==> src/rtl/ram_pkg.sv <==
// ram_pkg: shared state encoding and depth helper for the ram_n storage family.
// Rev 1.0
`default_nettype none

package ram_pkg;

  localparam logic ST_CLEAR = 1'b1;
  localparam logic ST_IDLE  = 1'b0;

  typedef enum logic {
    S_IDLE  = ST_IDLE,
    S_CLEAR = ST_CLEAR
  } state_t;

  function automatic int unsigned depth_of(input int unsigned addr_w);
    return 32'd1 << addr_w;
  endfunction

endpackage

`default_nettype wire

==> src/rtl/ram_clear_fsm.sv <==
// ram_clear_fsm: zero-sweep sequencer; walks ptr across every word after reset or on request.
// Rev 1.0
`default_nettype none

module ram_clear_fsm
  import ram_pkg::*;
#(
  parameter int ADDR_W = 3
) (
  input  logic              clk,
  input  logic              reset,
  input  logic              clear,
  output logic              busy,
  output logic              sweep_we,
  output logic [ADDR_W-1:0] sweep_addr
);

  // DEPTH is a power of two, so the last sweep address is all ones.
  localparam logic [ADDR_W-1:0] LAST = {ADDR_W{1'b1}};

  state_t            state;
  logic [ADDR_W-1:0] ptr;

  always_ff @(posedge clk or negedge reset) begin
    if (!reset) begin
      state <= S_CLEAR;
      ptr   <= '0;
    end else begin
      case (state)
        S_CLEAR: begin
          if (clear) begin
            ptr <= '0;
          end else if (ptr == LAST) begin
            state <= S_IDLE;
            ptr   <= '0;
          end else begin
            ptr <= ptr + 1'b1;
          end
        end
        default: begin
          if (clear) begin
            state <= S_CLEAR;
            ptr   <= '0;
          end
        end
      endcase
    end
  end

  assign busy       = (state == S_CLEAR);
  assign sweep_we   = busy;
  assign sweep_addr = ptr;

endmodule

`default_nettype wire

==> src/rtl/ram_n.sv <==
// ram_n: WIDTH x 2^ADDR_W single-port RAM with async/registered read and a zeroing sweep.
// Rev 1.0
`default_nettype none

module ram_n
  import ram_pkg::*;
#(
  parameter int WIDTH   = 16,
  parameter int ADDR_W  = 3,
  parameter int REG_OUT = 0
) (
  input  logic              clk,
  input  logic              reset,
  input  logic [WIDTH-1:0]  in,
  input  logic [ADDR_W-1:0] addr,
  input  logic              load,
  input  logic              clear,
  output logic [WIDTH-1:0]  out,
  output logic              busy
);

  localparam int unsigned DEPTH = depth_of(ADDR_W);

  logic [WIDTH-1:0]  mem [DEPTH];
  logic              sweep_we;
  logic [ADDR_W-1:0] sweep_addr;
  logic              user_we;
  logic [WIDTH-1:0]  rd_data;

  ram_clear_fsm #(
    .ADDR_W (ADDR_W)
  ) u_clear_fsm (
    .clk        (clk),
    .reset      (reset),
    .clear      (clear),
    .busy       (busy),
    .sweep_we   (sweep_we),
    .sweep_addr (sweep_addr)
  );

  // A clear request in the same cycle wins over a user write.
  assign user_we = load & ~clear & ~busy;

  always_ff @(posedge clk) begin
    if (sweep_we) begin
      mem[sweep_addr] <= '0;
    end else if (user_we) begin
      mem[addr] <= in;
    end
  end

  assign rd_data = mem[addr];

  generate
    if (REG_OUT != 0) begin : g_reg_out
      logic [WIDTH-1:0] out_q;

      always_ff @(posedge clk or negedge reset) begin
        if (!reset) begin
          out_q <= '0;
        end else if (busy) begin
          out_q <= '0;
        end else begin
          out_q <= rd_data;
        end
      end

      assign out = busy ? '0 : out_q;
    end else begin : g_comb_out
      assign out = busy ? '0 : rd_data;
    end
  endgenerate

endmodule

`default_nettype wire

==> config.mk <==
export PLATFORM = sky130hd
export DESIGN_NAME = ram_n
export DESIGN_NICKNAME = d
export VERILOG_FILES = /design/src/rtl/ram_pkg.sv /design/src/rtl/ram_clear_fsm.sv /design/src/rtl/ram_n.sv
export SDC_FILE = /design/constraint.sdc
export NUM_CORES = 1
export LEC_CHECK = 0
export CAP_MARGIN = 20
export CORE_ASPECT_RATIO = 0.5
export CORE_MARGIN = 3
export CORE_UTILIZATION = 58
export DETAILED_ROUTE_END_ITERATION = 12
export PLACE_DENSITY = 0.79
export SETUP_SLACK_MARGIN = 0.5
export SYNTH_ARGS = -nofsm -noshare
export SYNTH_HDL_FRONTEND = slang
export SYNTH_SLANG_ARGS = --single-unit
==> constraint.sdc <==
create_clock -name clk -period 3.03 [get_ports clk]
set_input_delay 0.303 -clock clk [delete_from_list [all_inputs] [get_ports clk]]
set_output_delay 0.303 -clock clk [all_outputs]
set_load 0.05 [all_outputs]
==> out/metrics.cfg <==
[cts]
htree_levels = 4
clkTransAtPathRegs_ns = 0.05
post_cts_resize_count = 2
clockRootBuffer = clkbuf_16
postCtsSetupBuffers = 0
cts_tree = done
clockBufferDepth = 2
clock_latency_ns = 0.41
cts.sinks = 132
cts_hold_buffers = 0
numCtsBuffers = 17

[power]
seqPwrFrac_pct = 49.4
p_int_w = 0.00337
p_switching_w = 0.000893
p_leak_nw = 2.41
pwr-share-comb_pct = 6.4
cellPowerDensity_nw_per_um2 = 653
p_sw_share_pct = 20.9
power_w = 0.00427
clock_power_share_pct = 44.3
peakVddDrop_v = 0.000539

[floorplan]
initial_core_util_pct = 61.1
io_pins = 40
core_um2 = 8950
die_x_um = 143
die_h_um = 74.7
fp-row-count = 24
design.die.area_um2 = 10700

[sta]
finalCritPeriodShare_pct = 79.3
fin_skew_ns = 0.00498
relSlewSlack_pct = 54.6
slew_viol_final = 0
min_period_ns = 2.40
totalNegativeSetupSlack_ns = 0
max_freq_mhz = 416
tightest_slew_ns = 0.680
hold_viol_final = 0
setup_viol = 0
rsz0062_at_grt = false

[routing]
firstDrtPassIters = 4
vias_per_cell = 5.87
ant_nets = 0
num_vias = 2813
drc = 0
wirelength_um = 10700
dr.first_iter.drc_count = 231
wl_per_cell_um = 22.4

[final_layout]
final_common_cell = edfxtp_1
nets = 374
nFillCells = 531
mostFrequentLayoutCells = edfxtp_1 (128), mux2i_1 (36), buf_4 (31), clkinv_1 (22), clkdlybuf4s50_1 (21)
multi_input_comb_area_um2 = 1340
diodes = 0
drive_gt1_share_pct = 29.0
fin_util_pct = 73.0
areaGrowthSynthToFinish_pct = 19.4
seq_area_um2 = 3950

[synthesis]
syn-mean-instance-area_um2 = 18.8
syn_nets = 316
yosys_register_bits = 132
synth_cell_types = 29
ys_warn_count = 0
synthCells = 291
syn_area_um2 = 5470
ys_seq_area_share_pct = 72.1

[worst_setup_path]
crit_path_end_kind = flip-flop
worstPathArrival_ns = 2.49
crit_fanout = 23
crit_path_start_kind = flip-flop
worstSetupPathType = flip-flop to flip-flop
crit_required_ns = 3.12
rr_worst_depth = 5

[global_route]
grt_max_degree = 51
grt_use_total_pct = 22.3
grt_pass1_vias = 2973
antenna_found_initial = 0
overflow = 0
grt_first_pass_wirelength_um = 16800

[placement]
hpwl_um = 6870
gp_congestion = 0.741
port_buffers = 39

[status]
status = completed

[hold_path]
hold_path.class = input pin to asynchronous set/reset pin

[flow_run]
max_cap_violations = 0

[sequential cells by signal, indices dropped and copies added, names as in the netlist]
| signal | flops |
|---|---|
| u_clear_fsm.sweep_addr | 3 |
| mem | 128 |
| u_clear_fsm.busy | 1 |
[synthesized netlist by cell type]
master	n	area share [%]
nor3b_4	1	0.34
or2_2	1	0.11
buf_6	4	0.82
mux4_2	16	6.6
a2bb2oi_1	1	0.16
and2_1	16	1.8
buf_2	4	0.37
buf_4	1	0.14
a221o_1	16	2.9
edfxtp_1	128	70
dfrtp_1	3	1.4
nor2b_1	2	0.23
a21oi_2	15	2.4
mux2i_1	36	6.6
and4bb_2	1	0.23
buf_8	1	0.27
a22oi_1	1	0.14
clkbuf_2	1	0.091
clkinv_1	16	1.1
ha_1	2	0.46
nor2_2	1	0.11
dfstp_2	1	0.48
buf_12	3	1.1
nor2_1	3	0.21
mux2_2	2	0.41
nor3_1	8	0.73
clkbuf_1	3	0.21
a21oi_1	2	0.18
inv_1	2	0.14
[final cells by class]
type	instances	share of cell area, %
sequential	132	60.4
multi-input combinational	124	20.5
timing repair buffer	56	7.47
clock buffer	18	6.57
tap	117	2.24
clock inverter	14	1.82
inverter	18	1.03
[worst max-delay path, stage by stage (launching register included)]
cell and delay [ns]:
dfstp_2 0.54, nor3b_4 0.59, buf_4 0.31, a2bb2oi_1 0.17, nor3_2 0.14, buf_4 0.30
[through the flow]
| step | hold slack [ns] | area, um^2 | std cells | worst slack [ns] |
|---|---|---|---|---|
| floorplan | 0.00741 | 5490 | 291 | 0.278 |
| global placement | 0.508 | 5970 | 446 | 0.243 |
| detailed placement | 0.511 | 5980 | 447 | 0.344 |
| CTS | 0.0713 | 6530 | 479 | 0.628 |
| global route | 0.0835 | 6530 | 479 | 0.557 |
| finish | 0.0854 | 6530 | 479 | 0.628 |
[path summary, 6_finish.rpt]
path | from | endpoint | slack (ns)
max | u_clear_fsm.busy | mem[6][1] | 0.63
min | reset | u_clear_fsm.sweep_addr[0] | 0.09
max reg2reg | u_clear_fsm.busy | mem[6][1] | 0.63
min reg2reg | u_clear_fsm.sweep_addr[2] | u_clear_fsm.sweep_addr[2] | 0.64
max in group asynchronous | reset | u_clear_fsm.busy | 2.71
min in group clk | clear | u_clear_fsm.sweep_addr[0] | 0.62
[logic make-up (layout without fill, tap and decap cells)]
kind of cell,after synthesis,in the layout,share of synthesized area [%]
adders and majority gates,2,2,0.457
muxes,54,54,13.6
and+or+nand+nor,33,33,3.80
DFF,132,132,72.1
AOI/OAI and AO/OA,35,35,5.81
buffers and inverters,35,106,4.23
[power by group through the flow]
stage	combinational, W	clock (W)	sequential [W]
5_1_grt	0.000291	0.00199	0.00211
4_1_cts	0.000274	0.00190	0.00211
3_3_place_gp	0.000259	0	0.00213
3_5_place_dp	0.000272	0	0.00214
2_1_floorplan	0.000169	0	0.00213
6_report	0.000271	0.00189	0.00211
[metal layers]
layer / vias up / wire length, um / track usage, %
met3: 17 / 710 / 7.87
met2: 98 / 5390 / 37.2
met4: 0 / 182 / 7.93
met5: - / 0 / 0
li1: 1276 / - / -
met1: 1422 / 4460 / 28.0
(Power assumes the default switching activity.)
